[config.mk]
export PLATFORM = sky130hd
export DESIGN_NAME = ifu_rd_slave
export DESIGN_NICKNAME = d
export VERILOG_FILES = /design/src/rtl/ifu_rd_slave.sv
export SDC_FILE = /design/constraint.sdc
export NUM_CORES = 1
export LEC_CHECK = 0
export ABC_AREA = 1
export BUFFER_PORTS_ARGS = -buffer_cell sky130_fd_sc_hd__buf_4
export CORE_MARGIN = 10
export CORE_UTILIZATION = 47
export DETAILED_ROUTE_END_ITERATION = 6
export HOLD_SLACK_MARGIN = 0.08
export PLACE_DENSITY = 0.77
export SLEW_MARGIN = 20
export SYNTH_ARGS = -nofsm -noshare
export SYNTH_HDL_FRONTEND = slang
export SYNTH_SLANG_ARGS = --single-unit
[constraint.sdc]
create_clock -name clk_i -period 1.5 [get_ports clk_i]
set_input_delay 0 -clock clk_i [delete_from_list [all_inputs] [get_ports clk_i]]
set_output_delay 0 -clock clk_i [all_outputs]
set_load 0.1 [all_outputs]
[src/rtl/ifu_rd_slave.sv]
// AXI-Lite read responder for instruction fetch: one outstanding AR, window decode,
// optional wait latency, then a single-cycle read of a synchronous instruction SRAM.
module ifu_rd_slave #(
  parameter logic [31:0] BASE_ADDR   = 32'h8000_0000,
  parameter int          DEPTH_WORDS = 65536,
  parameter int          LATENCY     = 0,
  parameter int          AW          = $clog2(DEPTH_WORDS)
) (
  input  logic          clk_i,
  input  logic          rst_i,
  input  logic          slv_ar_valid_i,
  input  logic [31:0]   slv_ar_addr_i,
  output logic          slv_ar_ready_o,
  output logic          slv_r_valid_o,
  output logic [31:0]   slv_r_data_o,
  output logic [1:0]    slv_r_resp_o,
  input  logic          slv_r_ready_i,
  output logic          mem_en_o,
  output logic [AW-1:0] mem_addr_o,
  input  logic [31:0]   mem_rdata_i
);

  typedef enum logic [2:0] {
    IDLE  = 3'd0,
    DELAY = 3'd1,
    READ  = 3'd2,
    LATCH = 3'd3,
    RESP  = 3'd4
  } state_t;

  localparam logic [1:0] RESP_OKAY   = 2'b00;
  localparam logic [1:0] RESP_SLVERR = 2'b10;
  localparam logic [1:0] RESP_DECERR = 2'b11;
  localparam logic [3:0] CNT_INIT    = (LATENCY > 0) ? 4'(LATENCY - 1) : 4'd0;

  // 33-bit window compare keeps the upper bound from wrapping at the top of the map.
  function automatic logic [1:0] decode_resp(input logic [31:0] addr);
    logic [32:0] a_s;
    logic [32:0] lo_s;
    logic [32:0] hi_s;
    a_s  = {1'b0, addr};
    lo_s = {1'b0, BASE_ADDR};
    hi_s = lo_s + (33'(DEPTH_WORDS) << 2);
    if ((a_s < lo_s) || (a_s >= hi_s)) begin
      return RESP_DECERR;
    end else if (addr[1:0] != 2'b00) begin
      return RESP_SLVERR;
    end else begin
      return RESP_OKAY;
    end
  endfunction

  function automatic logic [AW-1:0] word_index(input logic [31:0] addr);
    logic [31:0] off_s;
    off_s = addr - BASE_ADDR;
    return AW'(off_s >> 2);
  endfunction

  state_t        state_r;
  logic [3:0]    cnt_r;
  logic [1:0]    resp_r;
  logic          ar_ready_r;
  logic          r_valid_r;
  logic [31:0]   r_data_r;
  logic [1:0]    r_resp_r;
  logic          mem_en_r;
  logic [AW-1:0] mem_addr_r;

  logic [1:0]    ar_resp_s;
  logic [AW-1:0] ar_widx_s;

  assign ar_resp_s = decode_resp(slv_ar_addr_i);
  assign ar_widx_s = word_index(slv_ar_addr_i);

  // Transaction sequencer; every output is driven from a register here.
  always_ff @(posedge clk_i or negedge rst_i) begin
    if (!rst_i) begin
      state_r    <= IDLE;
      cnt_r      <= 4'd0;
      resp_r     <= RESP_OKAY;
      ar_ready_r <= 1'b0;
      r_valid_r  <= 1'b0;
      r_data_r   <= 32'h0;
      r_resp_r   <= RESP_OKAY;
      mem_en_r   <= 1'b0;
      mem_addr_r <= '0;
    end else begin
      case (state_r)
        IDLE: begin
          mem_en_r <= 1'b0;
          if (ar_ready_r && slv_ar_valid_i) begin
            ar_ready_r <= 1'b0;
            resp_r     <= ar_resp_s;
            if (ar_resp_s == RESP_OKAY) begin
              mem_addr_r <= ar_widx_s;
            end else begin
              mem_addr_r <= mem_addr_r;
            end
            // The enable is raised on entry to READ so SRAM data lands in LATCH.
            if (LATENCY > 0) begin
              cnt_r   <= CNT_INIT;
              state_r <= DELAY;
            end else begin
              mem_en_r <= (ar_resp_s == RESP_OKAY);
              state_r  <= READ;
            end
          end else begin
            ar_ready_r <= 1'b1;
          end
        end
        DELAY: begin
          if (cnt_r == 4'd0) begin
            mem_en_r <= (resp_r == RESP_OKAY);
            state_r  <= READ;
          end else begin
            cnt_r <= cnt_r - 4'd1;
          end
        end
        READ: begin
          mem_en_r <= 1'b0;
          state_r  <= LATCH;
        end
        LATCH: begin
          r_data_r  <= (resp_r == RESP_OKAY) ? mem_rdata_i : 32'h0;
          r_resp_r  <= resp_r;
          r_valid_r <= 1'b1;
          state_r   <= RESP;
        end
        RESP: begin
          if (slv_r_ready_i) begin
            r_valid_r  <= 1'b0;
            ar_ready_r <= 1'b1;
            state_r    <= IDLE;
          end else begin
            r_valid_r <= 1'b1;
          end
        end
        default: begin
          mem_en_r   <= 1'b0;
          r_valid_r  <= 1'b0;
          ar_ready_r <= 1'b0;
          state_r    <= IDLE;
        end
      endcase
    end
  end

  assign slv_ar_ready_o = ar_ready_r;
  assign slv_r_valid_o  = r_valid_r;
  assign slv_r_data_o   = r_data_r;
  assign slv_r_resp_o   = r_resp_r;
  assign mem_en_o       = mem_en_r;
  assign mem_addr_o     = mem_addr_r;

endmodule

Yosys cells after proc, flatten, opt, wreduce, memory -nomap -nowiden
Index checks and enable logic that the tools add are counted.
{"block": "word_totals", "reg_bits": 62, "output_inout_bits": 53, "wordCells": 54}
{"block": "classes", "addsub": 2, "magnitude_cmp": 2, "eq_ne": 7, "mux": 15, "bitwise_logic": 3, "reduce_logical": 16}
{"operator": "32-bit greater-or-equal comparator, second input constant", "n": 1}
{"operator": "32-bit < comparator, second input constant", "n": 1}
{"operator": "32-bit 2-to-1 mux", "n": 1}
{"operator": "18-bit by 1-bit subtractor with 18-bit output, second input constant", "n": 1}
{"operator": "3-bit one-hot mux with 5 select lines", "n": 1}
{"operator": "3-bit 2-to-1 mux", "n": 3}
{"operator": "1-bit one-hot mux with 3 select lines", "n": 3}
{"operator": "2-bit AND reduction", "n": 4}
{"operator": "3-bit by 2-bit equality test with 1-bit output, second input constant", "n": 2}
{"operator": "2-bit != test, second input constant", "n": 3}
{"operator": "3-bit AND reduction", "n": 2}
{"operator": "3-bit OR reduction", "n": 2}
{"operator": "1-bit 2-to-1 mux", "n": 5}
{"operator": "2-bit logical NOT", "n": 2}
{"operator": "4-bit logical NOT", "n": 1}
{"operator": "2-bit 2-to-1 mux", "n": 2}
{"operator": "4-bit by 1-bit subtractor with 4-bit output, second input constant", "n": 1}
{"operator": "3-bit by 1-bit equality test with 1-bit output, second input constant", "n": 1}
{"operator": "3-bit equality test, second input constant", "n": 1}
{"operator": "3-bit logical NOT", "n": 1}
{"operator": "1-bit NOT", "n": 3}
{"operator": "2-bit nonzero test", "n": 1}
{"operator": "2-bit OR reduction", "n": 1}
{"operator": "1-bit logical AND", "n": 1}
{"operator": "1-bit logical OR", "n": 1}

Logic depth before layout (Yosys ltp)
{"block": "logic_depth", "word_depth": 6, "mapped_depth": 8, "ltp_nobuf": 8}

Worst setup path after synthesis
No wires, ideal clock.
{"block": "synth_timing", "path_type": "register to register", "startpoint": "register ar_ready_r, in the netlist slv_ar_ready_o", "endpoint": "register mem_addr_r[13], in the netlist mem_addr_o[13]", "arrival_ps": 1731, "required_ps": 1379, "path_slack_ps": -352, "path_stages_with_launch": 9, "path_buffers": 1, "path_cell_list": "dfrtp_1 nand2_1 inv_1 nand3_2 nor2_4 nand3_4 buf_6 nand2_2 o21ai_2"}
{"block": "synth_between", "elab_chain_cells": 2}
{"element": "from (decl)", "line_no": "62", "source": "logic ar_ready_r;"}
{"element": "from (signal assigned)", "line_no": "81", "source": "ar_ready_r <= 1'b0;"}
{"element": "from (signal assigned)", "line_no": "92", "source": "ar_ready_r <= 1'b0;"}
{"element": "from (signal assigned)", "line_no": "108", "source": "ar_ready_r <= 1'b1;"}
{"element": "1-bit logical AND", "line_no": "91", "source": "if (ar_ready_r && slv_ar_valid_i) begin"}
{"element": "3-bit AND reduction (no line)"}
{"element": "to (signal assigned)", "line_no": "95", "source": "mem_addr_r <= ar_widx_s;"}
{"element": "to (signal assigned)", "line_no": "97", "source": "mem_addr_r <= mem_addr_r;"}
{"element": "to (decl)", "line_no": "67", "source": "logic [AW-1:0] mem_addr_r;"}
No other way between the ends.
A chain may end at the register's enable or synchronous reset.

Worst setup path after layout
{"block": "layout_timing", "startpoint": "register state_r[2]", "endpoint": "register mem_addr_r[0], in the netlist mem_addr_o[0]"}
{"block": "layout_between", "elab_chain_cells": 2}
{"element": "from (decl)", "line_no": "59", "source": "state_t state_r;"}
{"element": "from (signal assigned)", "line_no": "78", "source": "state_r <= IDLE;"}
{"element": "from (signal assigned)", "line_no": "102", "source": "state_r <= DELAY;"}
{"element": "from (signal assigned)", "line_no": "105", "source": "state_r <= READ;"}
{"element": "3-bit logical NOT", "line_no": "88", "source": "case (state_r)"}
{"element": "3-bit AND reduction (no line)"}
No other way between the ends.

==> impl_metrics.toml <==
[global_route]
gr-total-overflow = 0
grt_max_degree = 54
grt_usage_pct = 19.5
grt_pass1_wl_um = 13800
grt_pass1_vias = 2869
antenna_found_initial = 0

[detailed_routing]
wl_um = 8650
wl_per_cell_um = 15.6
ant_nets = 0
drc = 0
dr.pass1.iters = 4
num_vias = 2629
drt_iter0_markers = 95
vias_per_cell = 4.74

[floorplan]
core-area_um2 = 5540
die_area_um2 = 9140
core.rowCount = 27
io_pins = 121
die_w_um = 95.6
start_util_pct = 48.5
die_h_um = 95.6

[finish]
fillers = 355
nets = 547
final_cell_mix = "buf_4, nand2_1, dfrtp_1"
drive_above_1_share_pct = 35.4
design_area_um2 = 4480
n_antenna_cell = 0
final_common_cell = "buf_4"
area_growth_pct = 66.6

[clock_network]
clk_path_buf_depth = 2
cts_tree = "built"
cts_inserted_buffers = 9
cts-root-buf = "clkbuf_8"
clk_latency_ns = 0.33
clock_sinks = 62
cts_setup_buffers = 0
htreeDepth = 3
clk_pin_slew_ns = 0.07

[timing]
finClkSkew_ns = 0.00761
post-route-period-util_pct = 90.9
setup_tns_ns = 0
hold_viol = 0
fmax_mhz = 734
setup_violations = 0
relSlewSlack_pct = 71.8
worst_slew_pin_slew_ns = 0.423
setup_ws_ns = 0.137
slew_violations = 0
rsz0062_at_grt = "false"
period_needed_ns = 1.36

[synthesis]
synth-main-ff-cell = "dfrtp_1"
syn_nets = 365
avgSynthCellArea_um2 = 9.08
synth_mux_area_share_pct = 0.419
synth_fa_ha_area_share_pct = 0.466
yosysSeqAreaShare_pct = 57.7
synthesis.area_um2 = 2690
yosysTopAreaCell = "dfrtp_1"
ys_ff_latch = 62
synth_top_family_by_area = "simple AND/OR/NAND/NOR gates"
syn_inst = 296
synth_edf_count = 0
synth_area_leaders = "dfrtp_1, nand2_1, o21ai_0"
synthArstFlopShare_pct = 100
ys.warnings.count = 0
yosys.area_share.simple_pct = 20.1
synth.distinct_cells = 23
synth_compound_area_share_pct = 13.5
yosys.area_share.xor_xnor_pct = 0.652
synth_top_area_share_pct = 57.7

[place]
dp_hpwl_um = 5630
dp_slack_ns = 0.0664
port-buffer-count = 120
postPlaceCellArea_um2 = 3690
gp_congestion = 0.756

[power_and_ir_drop]
comb_power_share_pct = 56.6
p_int_mw = 4.29
swShare_pct = 54.7
ir_drop_uv = 1550
total_power_mw = 9.47
clkPwrFrac_pct = 16.9
p_per_area_nw_per_um2 = 2110
p_leak_nw = 2.27
p_seq_share_pct = 26.4
p_switching_mw = 5.18

[critical_path]
r2r_slack_ns = 0.14
endpoint = "mem_addr_o[0]"
reg2regPathDepth = 7
rr_startpoint = "state_r[2]"
crit_path_start = "state_r[2]"
worst_setup_path_end_kind = "register"
critPathArrivalTime_ns = 1.58
crit_fanout = 22
path_class = "reg2reg"
setup.worst_path.start_class = "register"
required_ns = 1.72
reg2reg_to = "mem_addr_o[0]"

[min_path]
min_path_type = "in2reg"
min_path_cells = 7

[run]
drv_cap = 0

[run_status]
status = "finished clean"
==> through the flow <==
step | util (%) | hold WS [ns] | instances
final | 80.8 | 0.0907 | 555
after global routing | 80.8 | 0.104 | 555
after CTS | 80.6 | 0.0801 | 555
after detailed placement | 66.6 | -0.0394 | 483
after global placement | 66.6 | -0.0403 | 483
after floorplan | - | -0.296 | 296
==> power by group through the flow <==
stage | clock, mW | sequential (mW) | combinational (mW)
floorplan | 0 | 5.72 | 0.747
global placement | 0 | 2.48 | 5.18
detailed placement | 0 | 2.51 | 5.22
CTS | 1.65 | 2.48 | 5.35
global route | 1.71 | 2.56 | 5.59
finish | 1.60 | 2.50 | 5.36
==> kinds of logic (layout without fill, tap and decap cells) <==
group / Yosys count / after routing
simple gates: 128 / 128
mux: 1 / 1
flops: 62 / 62
xor+xnor: 2 / 2
fa+ha+maj: 1 / 1
compound gates: 59 / 59
buf+inv: 43 / 230
==> how the worst min path moves through the flow <==
| stage | startpoint | endpoint | slack [ns] |
|---|---|---|---|
| after floorplan | rst_i | cnt_r[0] | -0.30 |
| after global placement | rst_i | slv_r_data_o[7] | -0.04 |
| after detailed placement | rst_i | slv_r_data_o[7] | -0.04 |
| after CTS | slv_ar_addr_i[25] | resp_r[0] | 0.08 |
| after global routing | slv_ar_addr_i[18] | resp_r[0] | 0.10 |
| final | slv_ar_addr_i[25] | resp_r[0] | 0.09 |
==> sequential cells by signal (all words and copies together), names as in the netlist <==
register,cells
mem_en_o,1
mem_addr_o,16
cnt_r,4
resp_r,2
slv_r_data_o,32
slv_r_valid_o,1
state_r,3
slv_ar_ready_o,1
slv_r_resp_o,2
==> what timing repair did <==
item	CTS	global route
hold buffers	56	0
gates resized for setup	0	2
endpoints found under the hold margin	114	0
setup endpoints to repair	0	11
==> synth_stat cells (2+ instances only) <==
cell type  count
buf_2          6
nor2_2         2
clkbuf_1       4
o21ai_0       39
inv_1         30
nand2_1      101
xor2_1         2
o21ai_2       17
nand3_2        2
dfrtp_1       62
nand2_2        3
nand3_1        6
nor2_1        10
buf_6          3
==> worst max-delay path: stages (launching register included) <==
cell	delay, ns
dfrtp_1	0.44
nor2_4	0.16
nand3_2	0.12
nor2_4	0.11
nand3_4	0.07
buf_6	0.18
nand2_1	0.10
o21ai_2	0.05
==> routing by layer <==
| metal | GRT usage, % | share of wire (%) |
|---|---|---|
| met1 | 18.6 | 35 |
| met2 | 35.4 | 54 |
| met3 | 9.58 | 9.1 |
| met4 | 7.00 | 1.3 |
| met5 | 0 | 0 |
==> cell type report <==
| type | count | area [um^2] | area share (%) |
|---|---|---|---|
| sequential | 62 | 1560 | 34.7 |
| timing repair buffer | 184 | 1550 | 34.6 |
| inverter | 30 | 113 | 2.52 |
| clock buffer | 13 | 149 | 3.33 |
| multi-input combinational | 191 | 952 | 21.3 |
| clock inverter | 3 | 67.6 | 1.51 |
| tap | 72 | 90.1 | 2.01 |
Note: power is estimated with default switching activity, not from simulation.
